--- src/rtl/serial_addsub_pkg.sv ---
// Shared types and limits for the bit-serial adder/subtractor.
package serial_addsub_pkg;

    typedef enum logic {
        IDLE = 1'b0,
        RUN  = 1'b1
    } state_t;

    localparam logic MODE_ADD = 1'b0;
    localparam logic MODE_SUB = 1'b1;

    localparam int WIDTH_MIN = 2;
    localparam int WIDTH_MAX = 32;

endpackage

--- src/rtl/serial_fa_cell.sv ---
// Single-bit full adder used by the serial datapath; purely combinational.
module serial_fa_cell (
    input  logic a,
    input  logic b,
    input  logic cin,
    output logic s,
    output logic c
);

    assign s = a ^ b ^ cin;
    assign c = (a & b) | (a & cin) | (b & cin);

endmodule

--- src/rtl/serial_addsub.sv ---
// Bit-serial two's-complement add/sub, LSB first, one bit per clock.
// Result, carry-out and signed overflow are presented WIDTH cycles after start.
module serial_addsub
    import serial_addsub_pkg::*;
#(
    parameter int WIDTH = 8
) (
    input  logic             clk,
    input  logic             rst,
    input  logic             start,
    input  logic             sub,
    input  logic [WIDTH-1:0] a,
    input  logic [WIDTH-1:0] b,
    output logic             busy,
    output logic             done,
    output logic [WIDTH-1:0] sum,
    output logic             cout,
    output logic             ovf
);

    localparam int CNT_W = $clog2(WIDTH);
    localparam logic [CNT_W-1:0] LAST = CNT_W'(WIDTH - 1);

    if (WIDTH < WIDTH_MIN || WIDTH > WIDTH_MAX) begin : g_width_check
        $error("serial_addsub: WIDTH out of range 2..32");
    end

    state_t           state;
    logic [WIDTH-1:0] a_sh;
    logic [WIDTH-1:0] b_sh;
    // The result LSB falls off the shifter on the final bit, so only the upper bits are stored.
    logic [WIDTH-2:0] res_sh;
    logic             carry;
    logic [CNT_W-1:0] cnt;

    logic             s;
    logic             c;
    logic [WIDTH-1:0] res_nxt;

    serial_fa_cell u_fa (
        .a   (a_sh[0]),
        .b   (b_sh[0]),
        .cin (carry),
        .s   (s),
        .c   (c)
    );

    assign res_nxt = {s, res_sh};

    always_ff @(posedge clk or posedge rst) begin
        if (rst) begin
            state  <= IDLE;
            busy   <= 1'b0;
            done   <= 1'b0;
            sum    <= '0;
            cout   <= 1'b0;
            ovf    <= 1'b0;
            a_sh   <= '0;
            b_sh   <= '0;
            res_sh <= '0;
            carry  <= 1'b0;
            cnt    <= '0;
        end else begin
            case (state)
                IDLE: begin
                    done <= 1'b0;
                    if (start) begin
                        a_sh  <= a;
                        b_sh  <= (sub == MODE_SUB) ? ~b : b;
                        carry <= sub;
                        cnt   <= '0;
                        busy  <= 1'b1;
                        state <= RUN;
                    end
                end
                RUN: begin
                    a_sh   <= a_sh >> 1;
                    b_sh   <= b_sh >> 1;
                    res_sh <= res_nxt[WIDTH-1:1];
                    carry  <= c;
                    cnt    <= cnt + 1'b1;
                    if (cnt == LAST) begin
                        sum   <= res_nxt;
                        cout  <= c;
                        // carry here is still the carry into the MSB
                        ovf   <= carry ^ c;
                        done  <= 1'b1;
                        busy  <= 1'b0;
                        state <= IDLE;
                    end
                end
                default: state <= IDLE;
            endcase
        end
    end

endmodule

--- config.mk ---
export PLATFORM = sky130hd
export DESIGN_NAME = serial_addsub
export DESIGN_NICKNAME = d
export VERILOG_FILES = /design/src/rtl/serial_addsub_pkg.sv /design/src/rtl/serial_fa_cell.sv /design/src/rtl/serial_addsub.sv
export SDC_FILE = /design/constraint.sdc
export NUM_CORES = 1
export LEC_CHECK = 0
export ABC_AREA = 1
export ABC_CLOCK_PERIOD_IN_PS = 2200
export CAP_MARGIN = 20
export CORE_ASPECT_RATIO = 0.9
export CORE_MARGIN = 4
export CORE_UTILIZATION = 35
export CTS_CLUSTER_DIAMETER = 80
export DETAILED_ROUTE_END_ITERATION = 6
export DONT_BUFFER_PORTS = 1
export PLACE_DENSITY = 0.6
export SETUP_SLACK_MARGIN = 0.3
export SLEW_MARGIN = 20
export SYNTH_ARGS = -nofsm -noshare
export SYNTH_HDL_FRONTEND = slang
export SYNTH_SLANG_ARGS = --single-unit
--- constraint.sdc ---
create_clock -name clk -period 2.2 [get_ports clk]
set_clock_uncertainty 0.15 [all_clocks]
set_input_delay 0.33 -clock clk [delete_from_list [all_inputs] [get_ports clk]]
set_output_delay 0.33 -clock clk [all_outputs]
set_load 0.1 [all_outputs]
### Yosys cells after proc, flatten, opt, wreduce, memory -nomap -nowiden

Cells that the tools add are included.

| cells by class | value |
|---|---|
| add/subtract/negate cells | 1 |
| equal/unequal tests | 3 |
| mux-type cells | 17 |
| bitwise gates (word level) | 10 |
| reduce and logical (&&, ||, !) cells | 2 |

Operators by type and width:

| kind | count |
|---|---|
| $pmux 8 s2 | 2 |
| $mux 8 | 3 |
| $not 8->8 | 1 |
| $pmux 1 s2 | 4 |
| $mux 1 | 6 |
| $pmux 3 s2 | 1 |
| $reduce_and 2->1 | 2 |
| $add 3x1->3 const B | 1 |
| $and 1x1->1 | 3 |
| $eq 3x3->1 const B | 1 |
| $mux 3 | 1 |
| $xor 1x1->1 | 3 |
| $ne 2x1->1 const B | 1 |
| $ne 2x2->1 const B | 1 |
| $or 1x1->1 | 2 |
| $not 1->1 | 1 |

| word-level totals | value |
|---|---|
| bits in registers | 40 |
| input port bits | 20 |
| logic and storage cells | 44 |

### Logic depth before layout (Yosys ltp)

Gate-level depths: netlist of the first run.

| depth | value |
|---|---|
| depth after elaboration | 4 |
| gate-level depth with buffers | 6 |

### Hierarchy

Synthesis of the first run repeated with hierarchy kept, for this count alone.

| unflattened totals | value |
|---|---|
| cell total of the unflattened synthesis | 225 |
| area, all modules | 1898.1 µm² |

By module, submodules not included:

| module | instances | cells an instance | area an instance (µm²) | sequential area each (µm²) |
|---|---|---|---|---|
| serial_addsub | 1 | 224 | 1878.1 | 1001.0 |
| serial_fa_cell | 1 | 1 | 20.0 | 0.0 |

### Worst setup path before layout of the first run

No wires, ideal clock.

| path | value |
|---|---|
| path type | register -> register |
| start point | reg cnt[0] |
| end point | reg ovf |
| arrival | 1.190 ns |
| setup slack | 0.793 ns |
| stages on the path, launching flop included | 7 |
| buffers on the path | 1 |
| path through | dfrtp_1 -> ha_1 -> ha_1 -> nand2_4 -> buf_6 -> nand2_1 -> nand2_1 |

| between the ends | value |
|---|---|
| longest elaborated chain between the ends | 2 |

Ends and longest elaborated chain:

| item | RTL line | source |
|---|---|---|
| start, declared | serial_addsub.sv:34 | `logic [CNT_W-1:0] cnt;` |
| start signal, assigned | serial_addsub.sv:81 | `cnt <= cnt + 1'b1;` |
| $eq 3x3->1 | serial_addsub.sv:82 | `if (cnt == LAST) begin` |
| $reduce_and 2->1 (no source line) | n/a |  |
| end signal, assigned | serial_addsub.sv:86 | `ovf <= carry ^ c;` |
| end, declared | serial_addsub.sv:18 | `output logic ovf` |

No other way between the ends.
A chain may end at the register's enable or synchronous reset.

### Worst setup path after layout of the first run

Same ends and word-level chain as after synthesis.

==> impl_metrics.env, run 1 <==
export IMPL_ys_seq_area_frac=0.5274
export IMPL_dieArea_mm2=0.006667
export IMPL_grtUsageMet3=0.04246
export IMPL_io_pins=32
export IMPL_path_buf_inv=1
export IMPL_cts_sinks=40
export IMPL_grtUsageTotal=0.1164
export IMPL_rsz0062_at_grt="no"
export IMPL_use_met1=0.1475
export IMPL_utilization=0.4038
export IMPL_final_common_cell="nand2_1"
export IMPL_initial_core_util=0.3612
export IMPL_worstReg2RegEnd="ovf$_DFFE_PP0P_"
export IMPL_routed_wl_mm=3.329
export IMPL_required_ns=2.23
export IMPL_hold_viol_final=0
export IMPL_period_needed_ns=1.550
export IMPL_fin_crit_sh=0.7043
export IMPL_cts_tree="built"
export IMPL_min_path_type="in -> reg"
export IMPL_r2r_start="cnt[0]$_DFFE_PP0P_"
export IMPL_grt_pass1_wl_mm=6.003
export IMPL_synth_area_per_cell_um2=8.436
export IMPL_path_cells="ha_1 -> ha_1 -> nand2_4 -> inv_1 -> nand3_1 -> nand2_1"
export IMPL_p_leak_nw=1.197
export IMPL_synthTopCellsByArea="dfrtp_1, nand2_1, inv_1"
export IMPL_syn2layout_area_growth_pct=11.80
export IMPL_crit_fanout=19
export IMPL_drtIter0Drc=85
export IMPL_vdd_drop_max_mv=0.9720
export IMPL_numCtsBuffers=5
export IMPL_numPortBuffers=0
export IMPL_power_density_mw_per_mm2=1553
export IMPL_setup_viol=0
export IMPL_floorplan_rows=25
export IMPL_whs_path_depth=2
export IMPL_cts_root_buf="clkbuf_8"
export IMPL_max_stage_delay_ns=0.40
export IMPL_clk_pin_slew_ns=0.07
export IMPL_fmaxAchievable_ghz=0.6454
export IMPL_drt_pass1_iterations=4
export IMPL_p_total_mw=3.296
export IMPL_synth_seq_cells=40
export IMPL_dr_total_vias=1344
export IMPL_syn_inst=225
export IMPL_grt_pass1_vias=1332
export IMPL_max_slew_margin=0.6711
export IMPL_yosysTopAreaCell="dfrtp_1"
export IMPL_finalMaxSlewViolations=0
export IMPL_die_w_um=85.63
export IMPL_crit_type="reg -> reg"
export IMPL_worstSetupEndpointType="register"
export IMPL_tns_ns=0
export IMPL_clockBufferDepth=2
export IMPL_maxCapViolCount=0
export IMPL_postCtsSetupBuffers=0
export IMPL_min_from="a[2]"
export IMPL_path_common_cell="ha_1"
export IMPL_fp_dieH_um=77.86
export IMPL_diodes=0
export IMPL_worstMarginPinSlew_ns=0.4933
export IMPL_min_to="a_sh[2]$_DFFE_PP0P_"
export IMPL_syn_nets=249
export IMPL_vias_per_cell=4.364
export IMPL_dp_hpwl_mm=2.377
export IMPL_gp_congestion=0.7181
export IMPL_fin_nets=264
export IMPL_core_mm2=0.005255
export IMPL_antenna_found_initial=0
export IMPL_routedWlPerCell_um=10.81
export IMPL_drive_gt1_frac=0.1411
export IMPL_final_cell_mix="nand2_1, dfrtp_1, inv_1"
export IMPL_cp_start_kind="register"
export IMPL_yosysTopAreaCellShare=0.5274
export IMPL_clock_latency_ns=0.29
export IMPL_cts_resized=0
export IMPL_grt_max_degree=41
export IMPL_run_status="complete, no violations"
export IMPL_cp_slowest_cell="dfrtp_1"
export IMPL_grt_overflow_total=0
export IMPL_synth_cell_types=19
export IMPL_reg2reg_depth=6
export IMPL_gr_max_usage_layer="met2"
export IMPL_reg2reg_slack_ns=0.65
export IMPL_arrival_ns=1.58
export IMPL_postRouteAntennaNets=0
export IMPL_syn_area_mm2=0.001898
export IMPL_gr_usage_met2=0.1747
export IMPL_ctsHtreeMaxLevel=2
export IMPL_drc=0
export IMPL_crit_family="adder cells"
export IMPL_yosysWarnings=0
[registers in the layout, summed over array words and instances (netlist names)]
name    count
a_sh        8
b_sh        8
busy        1
carry       1
cnt         3
cout        1
done        1
ovf         1
res_sh      7
state       1
sum         8
[power breakdown]
group	switching, mW	internal (mW)
clock network	0.236	0.256
logic	1.18	0.409
registers	0.180	1.03
[synth_stat cells]
master   count
nand3_1      9
nand3_2      1
inv_1       28
dfrtp_1     40
o21ai_1      1
buf_2        3
o21ai_0      7
o21ai_2      8
buf_6        6
nor2_8       1
nor2_4       1
inv_2        1
nand2_4      1
fa_1         1
ha_1         3
a21oi_1      7
o21a_1       1
nand2_1    105
nor2_1       1
[cell families after synthesis]
kind of cell / after synthesis / synth area share
AOI/OAI and AO/OA: 24 / 0.08042
adders and majority gates: 4 / 0.03033
buffers and inverters: 38 / 0.1008
DFF: 40 / 0.5274
and+or+nand+nor: 119 / 0.2610
[what timing repair did]
action	in CTS	in global routing
endpoints found under the hold margin	41	0
endpoints found under the setup margin	0	0
hold buffers	2	0
[cell type report]
| cell class | instances | area, µm² |
|---|---|---|
| inverters | 29 | 108.9 |
| fillers | 535 | 3133 |
| clock buffers | 8 | 90.09 |
| repair buffers | 17 | 132.6 |
| well taps | 67 | 83.83 |
| flip-flops and latches | 40 | 1001 |
| multi-input cells | 147 | 705.7 |
[worst max path at each step]
stage                       start         endpoint  slack, ns  depth (start not counted)
6_report       cnt[0]$_DFFE_PP0P_  ovf$_DFFE_PP0P_       0.65                          6
4_1_cts        cnt[0]$_DFFE_PP0P_  ovf$_DFFE_PP0P_       0.64                          6
3_3_place_gp   cnt[0]$_DFFE_PP0P_  ovf$_DFFE_PP0P_       0.70                          6
5_1_grt        cnt[0]$_DFFE_PP0P_  ovf$_DFFE_PP0P_       0.53                          6
3_5_place_dp   cnt[0]$_DFFE_PP0P_  ovf$_DFFE_PP0P_       0.66                          6
2_1_floorplan  cnt[0]$_DFFE_PP0P_  ovf$_DFFE_PP0P_       0.79                          6
[routing by layer]
layer | vias up | routed length [µm]
met3 | 8 | 215
met5 | - | 0
met1 | 600 | 1572
met4 | 0 | 76
li1 | 711 | -
met2 | 25 | 1464
[stage by stage]
stage / hold slack, ns / cells / worst slack [ns] / cell area [µm²]
after floorplan: 0.2896 / 225 / 0.7925 / 1898
after global placement: 0.2368 / 298 / 0.6979 / 2012
after detailed placement: 0.2321 / 298 / 0.6588 / 2012
after CTS: 0.002021 / 308 / 0.6399 / 2122
after global routing: 0.01611 / 308 / 0.5317 / 2122
final: 0.01277 / 308 / 0.6505 / 2122
No activity file was read; power rests on OpenSTA's default activity.
==> run 2, diff against run 1 <==
ABC_CLOCK_PERIOD_IN_PS = 1600   (was 2200)
clock period = 1.6 ns   (was 2.2 ns; I/O delays follow)
==> run 2 against run 1 <==
Compared with the run above: first-iteration DRC count is 53% lower; via count is 10% higher; setup slack worse by 0.38 ns; worst hold slack hardly changed; clock power is 39% higher; die area stayed put; total power is 66% higher; global-route usage is 0.83 points higher; fmax is 17% higher; critical path type unchanged.
==> impl_metrics.env, run 2 (synthesis gave the netlist of run 1 again) <==
export IMPL_run_status="complete, no violations"
export IMPL_final_common_cell="nand2_1"
export IMPL_cp_start_kind="register"
export IMPL_fmaxAchievable_ghz=0.7532
export IMPL_path_cells="ha_4 -> ha_4 -> nand2_8 -> buf_12 -> nand2_2 -> o21ai_2"
export IMPL_vias_per_cell=4.399
export IMPL_dp_hpwl_mm=2.332
export IMPL_routedWlPerCell_um=11.93
export IMPL_dp_cells=296
export IMPL_required_ns=1.67
export IMPL_core_mm2=0.005255
export IMPL_r2r_start="cnt[1]$_DFFE_PP0P_"
export IMPL_worstSetupEndpointType="register"
export IMPL_drc=0
export IMPL_grt_max_degree=33
export IMPL_max_slew_margin=0.4652
export IMPL_vdd_drop_max_mv=1.223
export IMPL_fin_nets=292
export IMPL_drt_pass1_iterations=4
export IMPL_drive_gt1_frac=0.2788
export IMPL_grt_overflow_total=0
export IMPL_p_leak_nw=1.402
export IMPL_initial_core_util=0.3612
export IMPL_numPortBuffers=0
export IMPL_cts_sinks=40
export IMPL_cp_slowest_cell="dfrtp_1"
export IMPL_reg2reg_slack_ns=0.27
export IMPL_io_pins=32
export IMPL_rsz0062_at_grt="yes"
export IMPL_fp_dieH_um=77.86
export IMPL_path_common_cell="ha_4"
export IMPL_grt_pass1_wl_mm=6.458
export IMPL_worstReg2RegEnd="sum[1]$_DFFE_PP0P_"
export IMPL_antenna_found_initial=0
export IMPL_finalMaxSlewViolations=0
export IMPL_whs_path_depth=4
export IMPL_numCtsBuffers=5
export IMPL_top_regs="a_sh: 8 flops, b_sh: 8 flops, sum: 8 flops"
export IMPL_syn2layout_area_growth_pct=40.94
export IMPL_place_area_mm2=0.002032
export IMPL_ctsHtreeMaxLevel=2
export IMPL_grtUsageTotal=0.1247
export IMPL_min_path_type="in -> reg"
export IMPL_stdcell_area_mm2=0.002675
export IMPL_crit_fanout=6
export IMPL_final_cell_mix="nand2_1, dfrtp_1, inv_1"
export IMPL_postRouteAntennaNets=0
export IMPL_cts_root_buf="clkbuf_8"
export IMPL_gp_congestion=0.7010
export IMPL_reg2reg_depth=6
export IMPL_grt_pass1_vias=1454
export IMPL_arrival_ns=1.40
export IMPL_crit_type="reg -> reg"
export IMPL_cts_tree="built"
export IMPL_drtIter0Drc=40
export IMPL_clockBufferDepth=2
export IMPL_floorplan_rows=25
export IMPL_final_cells=336
export IMPL_tns_ns=0
export IMPL_dieArea_mm2=0.006667
export IMPL_die_w_um=85.63
export IMPL_clk_pin_slew_ns=0.08
export IMPL_max_stage_delay_ns=0.42
export IMPL_min_to="b_sh[6]$_DFFE_PP0P_"
export IMPL_fin_crit_sh=0.8298
export IMPL_holdWs_ns=0.01232
export IMPL_dr_total_vias=1478
export IMPL_diodes=0
export IMPL_hold_viol_final=0
export IMPL_power_density_mw_per_mm2=2051
export IMPL_crit_start="cnt[1]$_DFFE_PP0P_"
export IMPL_min_from="sub"
export IMPL_worstMarginPinSlew_ns=0.7979
export IMPL_clock_latency_ns=0.29
export IMPL_routed_wl_mm=4.010
export IMPL_period_needed_ns=1.328
export IMPL_setup_viol=0
export IMPL_maxCapViolCount=0
-- run 2: worst max path at each step --
stage               cells after the start                    end  slack, ns
floorplan                               2       cout$_DFFE_PP0P_       0.26
global placement                        6        ovf$_DFFE_PP0P_       0.17
detailed placement                      6        ovf$_DFFE_PP0P_       0.15
CTS                                     5        ovf$_DFFE_PP0P_       0.27
global route                            3  res_sh[6]$_DFFE_PP0P_       0.21
finish                                  6     sum[1]$_DFFE_PP0P_       0.27
-- run 2: critical path: cells and delay by family, from the launching register on --
kind	cells	cell delay, ns
DFF	1	0.42
AOI/OAI and AO/OA	1	0.06
buffers and inverters	1	0.13
adders and majority gates	2	0.36
and+or+nand+nor	2	0.14
-- run 2: final cells by class --
type	count	area [µm²]
multi-input combinational	147	799.5
inverter	29	112.6
tap	67	83.83
clock inverter	2	10.01
sequential	40	1023
fill	492	2580
timing repair buffer	44	558.0
timing repair inverter	1	5.005
clock buffer	6	82.58
-- run 2: power breakdown --
group	switching, mW	leakage [nW]	total [mW]	internal, mW
Combinational	1.40	0.843	2.60	1.20
Clock	0.341	0.0510	0.685	0.344
Sequential	0.742	0.508	2.20	1.46
Total	2.48	1.40	5.49	3.00
-- run 2: routing by layer --
layer	GRT usage	part of all wire	wire length, µm
met2	0.1863	0.47	1895
met4	0.06171	0.022	88
met1	0.1608	0.45	1814
met3	0.04140	0.053	212
met5	0	0	0
-- run 2: through the flow --
stage                     utilization  total power [mW]  worst slack (ns)
after floorplan                     -             3.568            0.2600
after global placement         0.3867             3.861            0.1711
after detailed placement       0.3867             3.890            0.1544
after CTS                      0.4674             5.045            0.2743
after global routing           0.5090             5.875            0.2075
final                          0.5090             5.486            0.2723
-- run 2: repair_timing --
item / 4_1_cts / 5_1_grt
setup buffers: 8 / 6
resized for setup: 24 / 29
endpoints found under the setup margin: 41 / 42
gates cloned: 1 / 3
pin swaps: 4 / 6
hold buffers: 14 / 0
endpoints found under the hold margin: 43 / 0
